<file path="config.mk">
export PLATFORM = sky130hd
export DESIGN_NAME = timer_arbiter
export DESIGN_NICKNAME = d
export VERILOG_FILES = /design/src/rtl/timer_arbiter.sv
export SDC_FILE = /design/constraint.sdc
export NUM_CORES = 1
export LEC_CHECK = 0
export ABC_AREA = 1
export BUFFER_PORTS_ARGS = -buffer_cell sky130_fd_sc_hd__clkbuf_2
export CAP_MARGIN = 20
export CORE_UTILIZATION = 35
export CTS_CLUSTER_DIAMETER = 40
export DETAILED_ROUTE_END_ITERATION = 6
export MAX_ROUTING_LAYER = met4
export PLACE_DENSITY_LB_ADDON = 0.1
export RECOVER_POWER = 50
export SLEW_MARGIN = 20
export SYNTH_ARGS = -nofsm -noshare
export SYNTH_HDL_FRONTEND = slang
export SYNTH_SLANG_ARGS = --single-unit
</file>
<file path="constraint.sdc">
create_clock -name clk_i -period 3.4 [get_ports clk_i]
set_clock_uncertainty 0.2 [all_clocks]
set_input_delay 0.68 -clock clk_i [delete_from_list [all_inputs] [get_ports clk_i]]
set_output_delay 0.68 -clock clk_i [all_outputs]
set_load 0.01 [all_outputs]
</file>
<file path="src/rtl/timer_arbiter.sv">
// rtl/timer_arbiter.sv - round-robin arbiter sharing one terminal-count timer
// Grants the timer to one requester at a time, counts 0..target, then pulses done.
module timer_arbiter #(
  parameter  int N_REQ = 4,
  parameter  int WIDTH = 28,
  localparam int IDX_W = $clog2(N_REQ)
) (
  input  logic                   clk_i,
  input  logic                   rst_i,
  input  logic [N_REQ-1:0]       req_i,
  input  logic [N_REQ*WIDTH-1:0] count_i,
  output logic [N_REQ-1:0]       gnt_o,
  output logic [N_REQ-1:0]       done_o,
  output logic                   busy_o,
  output logic [IDX_W-1:0]       owner_o,
  output logic [WIDTH-1:0]       count_o
);

  typedef enum logic [1:0] {
    ST_IDLE = 2'd0,
    ST_RUN  = 2'd1,
    ST_DONE = 2'd2
  } state_t;

  state_t           r_state;
  logic [N_REQ-1:0] r_gnt;
  logic [N_REQ-1:0] r_done;
  logic             r_busy;
  logic [IDX_W-1:0] r_owner;
  logic [IDX_W-1:0] r_last;
  logic [WIDTH-1:0] r_count;
  logic [WIDTH-1:0] r_target;

  logic             w_any;
  logic [IDX_W-1:0] w_sel;
  logic [IDX_W-1:0] w_cand;
  logic [N_REQ-1:0] w_sel_oh;
  logic [N_REQ-1:0] w_owner_oh;
  logic [WIDTH-1:0] w_sel_target;
  logic             w_owner_req;
  logic             w_terminal;

  // Search starts just after the last winner, so it becomes lowest priority.
  always_comb begin
    w_any  = 1'b0;
    w_sel  = '0;
    w_cand = '0;
    for (int k = 1; k <= N_REQ; k++) begin
      w_cand = IDX_W'((int'(r_last) + k) % N_REQ);
      if (!w_any && req_i[w_cand]) begin
        w_any = 1'b1;
        w_sel = w_cand;
      end
    end
  end

  assign w_sel_oh     = N_REQ'(1) << w_sel;
  assign w_owner_oh   = N_REQ'(1) << r_owner;
  assign w_sel_target = count_i[int'(w_sel)*WIDTH +: WIDTH];
  assign w_owner_req  = req_i[r_owner];
  assign w_terminal   = (r_count == r_target);

  always_ff @(posedge clk_i) begin
    if (rst_i) begin
      r_state  <= ST_IDLE;
      r_gnt    <= '0;
      r_done   <= '0;
      r_busy   <= 1'b0;
      r_owner  <= '0;
      r_last   <= IDX_W'(N_REQ - 1);
      r_count  <= '0;
      r_target <= '0;
    end else begin
      case (r_state)
        ST_IDLE: begin
          r_done  <= '0;
          r_count <= '0;
          if (w_any) begin
            r_state  <= ST_RUN;
            r_gnt    <= w_sel_oh;
            r_owner  <= w_sel;
            r_last   <= w_sel;
            r_busy   <= 1'b1;
            r_target <= w_sel_target;
          end else begin
            r_gnt  <= '0;
            r_busy <= 1'b0;
          end
        end
        ST_RUN: begin
          // Dropping the request wins over reaching the terminal count.
          if (!w_owner_req) begin
            r_state <= ST_IDLE;
            r_gnt   <= '0;
            r_busy  <= 1'b0;
            r_count <= '0;
          end else if (w_terminal) begin
            r_state <= ST_DONE;
            r_gnt   <= '0;
            r_done  <= w_owner_oh;
            r_count <= '0;
          end else begin
            r_count <= r_count + WIDTH'(1);
          end
        end
        ST_DONE: begin
          r_state <= ST_IDLE;
          r_done  <= '0;
          r_busy  <= 1'b0;
        end
        default: begin
          r_state <= ST_IDLE;
          r_gnt   <= '0;
          r_done  <= '0;
          r_busy  <= 1'b0;
          r_count <= '0;
        end
      endcase
    end
  end

  assign gnt_o   = r_gnt;
  assign done_o  = r_done;
  assign busy_o  = r_busy;
  assign owner_o = r_owner;
  assign count_o = r_count;

endmodule

</file>
==> After elaboration in Yosys (flattened, before gate mapping) <==
Cells that the tools add are included.
{ "word_totals": {"output_inout_bits": 39, "in_bits": 118, "wordCells": 74, "register_bits": 71} }
{ "classes": {"bitwise_logic": 2, "n_mux": 32, "mul": 1, "eq_ne": 6, "addsub": 5, "shift": 3, "n_reduce_logical": 12, "n_lt_le_gt_ge": 5} }
{ "op_table": {"columns": ["operator", "count"], "rows": [
  ["indexed part select 112 x 8 -> 28 bit", 1],
  ["two-way mux 28 bit", 2],
  ["one-hot mux 28 bit (2 select lines)", 1],
  ["adder 28 x 1 -> 28 bit, second input constant", 1],
  ["== test 28 bit", 1],
  ["less-than comparator 2 x 3 -> 1 bit, second input constant", 5],
  ["two-way mux 2 bit", 7],
  ["two-way mux 4 bit", 3],
  ["one-hot mux 4 bit (3 select lines)", 1],
  ["two-way mux 1 bit", 11],
  ["binary-select mux 1 bit (select 2 bit)", 5],
  ["AND reduction 2 bit", 4],
  ["left shift 1 x 2 -> 4 bit, first input constant", 2],
  ["multiplier 2 x 3 -> 5 bit, second input constant", 1],
  ["adder 2 x 1 -> 2 bit, second input constant", 2],
  ["adder 2 bit, second input constant", 2],
  ["inequality test 2 bit, second input constant", 2],
  ["one-hot mux 2 bit (2 select lines)", 1],
  ["logical AND 1 bit", 3],
  ["logical NOT 1 bit", 3],
  ["inequality test 3 bit, second input constant", 1],
  ["== test 2 x 1 -> 1 bit, second input constant", 1],
  ["== test 2 bit, second input constant", 1],
  ["logical NOT 2 bit", 1],
  ["3 further kinds", 4]
]} }

==> Longest topological paths before layout <==
{ "depth": {"depth_word": 16, "depth_mapped": 17} }

==> Worst setup path after synthesis <==
No wires, ideal clock.
{ "synth_path": {"path_kind": "input port to flip-flop", "start": "input req_i[3]", "end": "register r_target[11]", "slack_ns": 1.234, "arrival_time_ns": 1.839, "setup_ns": 0.128, "cell_stages": 14, "path_buffers": 2, "path_cell_list": "nand2_1 -> nand2_2 -> nand2_1 -> nand2_2 -> nor2_8 -> nand3_4 -> nand3_2 -> buf_6 -> buf_6 -> nand2_1 -> nand3_2 -> nand2_1 -> nor2_1 -> nor2_1"} }
{ "synth_via": {"elab_chain_cells": 14, "word_cells_on_any_way": 25, "classes_between": "mul (1); shift (1); mux (16); reduce/logical (7)"} }
{ "synth_lines": {"columns": ["item", "line", "source"], "rows": [
  ["start, declared", "10", "input logic [N_REQ-1:0] req_i,"],
  ["binary-select mux 1 bit (select 2 bit)", "50", "if (!w_any && req_i[w_cand]) begin"],
  ["two-way mux 1 bit (implied by the code)", "50", null],
  ["two-way mux 1 bit", "50", null],
  ["logical NOT 1 bit", "50", null],
  ["logical AND 1 bit", "50", null],
  ["two-way mux 1 bit", "50", null],
  ["logical NOT 1 bit", "50", null],
  ["logical AND 1 bit", "50", null],
  ["two-way mux 1 bit", "50", null],
  ["logical NOT 1 bit", "50", null],
  ["logical AND 1 bit", "50", null],
  ["two-way mux 2 bit", "50", null],
  ["multiplier 2 x 3 -> 5 bit", "59", "assign w_sel_target = count_i[int'(w_sel)*WIDTH +: WIDTH];"],
  ["indexed part select 112 x 8 -> 28 bit", "59", null],
  ["end signal, assigned", "84", "r_target <= w_sel_target;"],
  ["end, declared", "32", "logic [WIDTH-1:0] r_target;"]
]} }
Several ways; a longest one is shown, not always the timed one. The select of a mux whose other input is x is not followed.
A chain may end at the register's enable or synchronous reset.

==> Worst setup path in the final report <==
{ "layout_path": {"start": "register r_last[0]", "end": "register r_target[9]"} }
{ "layout_via": {"elab_chain_cells": 15, "word_cells_on_any_way": 29, "classes_between": "add/sub (4); mul (1); shift (1); mux (16); reduce/logical (7)"} }
{ "layout_lines": {"columns": ["item", "line", "source"], "rows": [
  ["start, declared", "30", "logic [IDX_W-1:0] r_last;"],
  ["start signal, assigned", "70", "r_last <= IDX_W'(N_REQ - 1);"],
  ["start signal, assigned", "82", "r_last <= w_sel;"],
  ["adder 2 x 1 -> 2 bit", "49", "w_cand = IDX_W'((int'(r_last) + k) % N_REQ);"],
  ["binary-select mux 1 bit (select 2 bit)", "50", null],
  ["two-way mux 1 bit (implied by the code)", "50", null],
  ["two-way mux 1 bit", "50", null],
  ["logical NOT 1 bit", "50", null],
  ["logical AND 1 bit", "50", null],
  ["two-way mux 1 bit", "50", null],
  ["logical NOT 1 bit", "50", null],
  ["logical AND 1 bit", "50", null],
  ["two-way mux 1 bit", "50", null],
  ["logical NOT 1 bit", "50", null],
  ["logical AND 1 bit", "50", null],
  ["two-way mux 2 bit", "50", null],
  ["multiplier 2 x 3 -> 5 bit", "59", null],
  ["indexed part select 112 x 8 -> 28 bit", "59", null]
]} }
Several ways; a longest one is shown, not always the timed one. The select of a mux whose other input is x is not followed.

==> results.json <==
{
  "grt_antenna_before_repair": 0,
  "min_path_type": "reg2reg",
  "grt_pass1_wl_um": 25300,
  "die_height_um": 123.4,
  "postLayoutCellArea_um2": 6212,
  "post_synth_num_cell_types": 39,
  "post_synth_inst_count": 857,
  "post_synth_top_area_share": 0.2756,
  "drt_drc_violations_left": 0,
  "pwr_density_cell_nw_per_um2": 879.0,
  "drt.antenna.violating_nets": 0,
  "number_of_flip_flops_and_latches_in_the_synthesized_netlist": 71,
  "clockRootBuffer": "sky130_fd_sc_hd__clkbuf_16",
  "post_cts.repair.setup_buffers": 0,
  "global_route.overflow_total": 0,
  "final-seq-area_um2": 1421,
  "die_width_um": 123.4,
  "outcome": "complete, no violations",
  "vias_per_cell": 4.787,
  "layout_min_cycle_time_ns": 2.712,
  "tritoncts": "built",
  "mappedNetlistNets": 976,
  "finish.net_count": 1105,
  "slew_headroom": 0.4040,
  "seq_area_frac_synth": 0.2756,
  "drtPass1Iterations": 5,
  "worst-endpoint-arrival_ns": 2.78,
  "criticalPathCategory": "reg2reg",
  "clk_transition_reported_paths_ns": 0.06,
  "io_pins": 157,
  "htree_levels": 3,
  "cts.repair.resized": 0,
  "synth_area_um2": 5157,
  "clock-sinks": 71,
  "detailroute.via_count": 5605,
  "grt_start_max_net_pins": 60,
  "vdd.ir_drop.worst_mv": 0.5588,
  "required_ns": 3.47,
  "grt_pass1_vias": 5265,
  "static-leakage-power_nw": 3.111,
  "global_route.usage.total": 0.2207,
  "rsz0062_at_grt": "false",
  "multiInputGateArea_um2": 3033,
  "ys.warnings.count": 0,
  "final.setup.worst_slack_ns": 0.6876,
  "core_region_area_um2": 14150,
  "areaGrowthSynthToFinish_pct": 20.45,
  "total_power_w": 0.005461,
  "timing.critical_path.to_type": "flop",
  "cts_hold_buffers": 0,
  "max_cap_viol_count": 0,
  "post_synth_main_area_contributors": "sky130_fd_sc_hd__dfxtp_1 (28%), sky130_fd_sc_hd__nand2_1 (18%), sky130_fd_sc_hd__nor2_1 (10%)",
  "worst_hold_slack_ns": 0.2620,
  "fillerInstances": 1611,
  "io_buffer_count": 156,
  "timing.fmax_mhz": 368.7,
  "timing.final.max_slew_violations": 0,
  "wirelength_um": 15780,
  "placed_area_um2": 5951,
  "antenna_cells": 0,
  "start_kind": "flop",
  "timing.final.hold_violations": 0,
  "dp_worst_setup_slack_ns": 0.5990,
  "critPathMaxFanout": 48,
  "finalSetupViolations": 0,
  "drive_gt1_frac": 0.1786,
  "worst_pin_slew_ns": 0.8919,
  "clk_latency_ns": 0.33,
  "area_of_the_die_um2": 15230,
  "hpwl_detailed_um": 11780,
  "routed_wire_length_per_instance_um": 13.48,
  "detailedRoute.firstIterationViolations": 350,
  "initial_core_util": 0.3645,
  "setup_total_negative_slack_ns": 0,
  "synth_area_leader_cell": "sky130_fd_sc_hd__dfxtp_1",
  "final_worst_path_period_share": 0.7978,
  "numCtsBuffers": 9,
  "placementRows": 43,
  "synth.avg_cell_area_um2": 6.018,
  "routabilityCongestion": 0.8597,
  "cts.path.max_buffers": 2
}
-- synthesized netlist by cell type --
cell                       count
sky130_fd_sc_hd__nand3_2      12
sky130_fd_sc_hd__nand2_4       2
sky130_fd_sc_hd__nand2_1     253
sky130_fd_sc_hd__or2_2         6
sky130_fd_sc_hd__inv_1       104
sky130_fd_sc_hd__buf_12        1
sky130_fd_sc_hd__a21oi_1      16
sky130_fd_sc_hd__nand4_1      63
sky130_fd_sc_hd__buf_2        23
sky130_fd_sc_hd__nand2_2      11
sky130_fd_sc_hd__o21ai_0       8
sky130_fd_sc_hd__o21ai_1       1
sky130_fd_sc_hd__a21o_1        1
sky130_fd_sc_hd__dfxtp_1      71
sky130_fd_sc_hd__a221oi_1      1
sky130_fd_sc_hd__o211ai_1      3
sky130_fd_sc_hd__nand3_4       1
sky130_fd_sc_hd__buf_4         6
sky130_fd_sc_hd__and2_1        1
sky130_fd_sc_hd__nor4_1        1
sky130_fd_sc_hd__nand3_1      44
sky130_fd_sc_hd__buf_6         6
sky130_fd_sc_hd__o22ai_1       1
sky130_fd_sc_hd__xor2_1       15
sky130_fd_sc_hd__inv_2         3
sky130_fd_sc_hd__nor2_4        1
sky130_fd_sc_hd__inv_4         1
sky130_fd_sc_hd__clkbuf_1     10
sky130_fd_sc_hd__a31oi_1       1
sky130_fd_sc_hd__nor3_2        1
sky130_fd_sc_hd__or2_1         1
sky130_fd_sc_hd__nor2_1      142
sky130_fd_sc_hd__nor2_2        2
sky130_fd_sc_hd__xnor2_1      19
sky130_fd_sc_hd__ha_1          1
sky130_fd_sc_hd__o31ai_1       1
sky130_fd_sc_hd__nor3b_1       1
sky130_fd_sc_hd__nor3_1       21
sky130_fd_sc_hd__nor2_8        1
-- per-layer routing --
layer | wire length, um | GRT usage | vias up
met4 | 234 | 0.06325 | 0
met5 | 0 | - | -
li1 | - | - | 2943
met3 | 711 | 0.03137 | 18
met2 | 7718 | 0.3844 | 147
met1 | 7116 | 0.2633 | 2497
-- flip-flops by register name, indices dropped and copies added (netlist names) --
register	flops
r_last	2
owner_o	2
r_state	2
count_o	28
r_target	28
busy_o	1
gnt_o	4
done_o	4
-- cell usage in the layout, fill, tap and decap left out, types with 6 or more instances in the layout --
cell type                   count
sky130_fd_sc_hd__nand3_1       44
sky130_fd_sc_hd__xnor2_1       19
sky130_fd_sc_hd__dfxtp_1       71
sky130_fd_sc_hd__or2_2          6
sky130_fd_sc_hd__inv_1        104
sky130_fd_sc_hd__nor2_1       142
sky130_fd_sc_hd__nand4_1       63
sky130_fd_sc_hd__o21ai_0        8
sky130_fd_sc_hd__nand2_2        9
sky130_fd_sc_hd__clkbuf_16      9
sky130_fd_sc_hd__nor3_1        22
sky130_fd_sc_hd__clkbuf_2     119
sky130_fd_sc_hd__clkbuf_1      41
sky130_fd_sc_hd__xor2_1        15
sky130_fd_sc_hd__a21oi_1       16
sky130_fd_sc_hd__nand3_2       12
sky130_fd_sc_hd__nand2_1      255
-- metrics by stage --
stage | util | cells
floorplan | - | 857
global placement | 0.4206 | 1155
detailed placement | 0.4206 | 1155
CTS | 0.4435 | 1171
global route | 0.4390 | 1171
finish | 0.4390 | 1171
-- where the power goes --
part           total, W  internal [W]  switching [W]
Sequential      0.00115      0.000999       0.000147
Combinational   0.00329       0.00106        0.00223
Clock           0.00103      0.000682       0.000347
Total           0.00546       0.00274        0.00272
-- cell families after synthesis --
group	after synthesis	share of synthesized area
adder cells (fa/ha/maj)	1	0.002426
buffers and inverters	154	0.1344
AND/OR/NAND/NOR	564	0.4942
flip-flops	71	0.2756
AO/OA/AOI/OAI	33	0.03566
XOR/XNOR	34	0.05774
-- worst paths after layout --
path / startpoint / to / slack (ns) / depth (start not counted)
worst max register to register: r_last[0]$_SDFFE_PP1P_ / r_target[9]$_SDFFE_PP0P_ / 0.69 / 15
worst min-delay path: busy_o$_SDFFE_PP0P_ / busy_o$_SDFFE_PP0P_ / 0.26 / 2
worst max-delay path: r_last[0]$_SDFFE_PP1P_ / r_target[9]$_SDFFE_PP0P_ / 0.69 / 15
worst min register to register: busy_o$_SDFFE_PP0P_ / busy_o$_SDFFE_PP0P_ / 0.26 / 2
-- area by class of cell --
class,count,share of cell area
multi-input combinational,632,0.4882
inverter,108,0.06566
clock inverter,3,0.01047
sequential,71,0.2288
timing repair buffer,164,0.1287
tap,180,0.03625
clock buffer,13,0.04189
-- critical path, cell delays in order, from the launching register on --
cell and delay [ns]:
sky130_fd_sc_hd__dfxtp_1 0.57, sky130_fd_sc_hd__inv_4 0.13, sky130_fd_sc_hd__nand2_1 0.08, sky130_fd_sc_hd__nand2_1 0.09, sky130_fd_sc_hd__nand2_1 0.12, sky130_fd_sc_hd__nand2_4 0.08
sky130_fd_sc_hd__inv_2 0.07, sky130_fd_sc_hd__nand2_1 0.06, sky130_fd_sc_hd__nand2_2 0.17, sky130_fd_sc_hd__buf_4 0.47, sky130_fd_sc_hd__nand4_1 0.13, sky130_fd_sc_hd__nand2_1 0.10
sky130_fd_sc_hd__nand2_1 0.05, sky130_fd_sc_hd__nor2_1 0.18, sky130_fd_sc_hd__nor2_1 0.06, sky130_fd_sc_hd__nor2_1 0.07
Power figures use the tool's default switching activity.
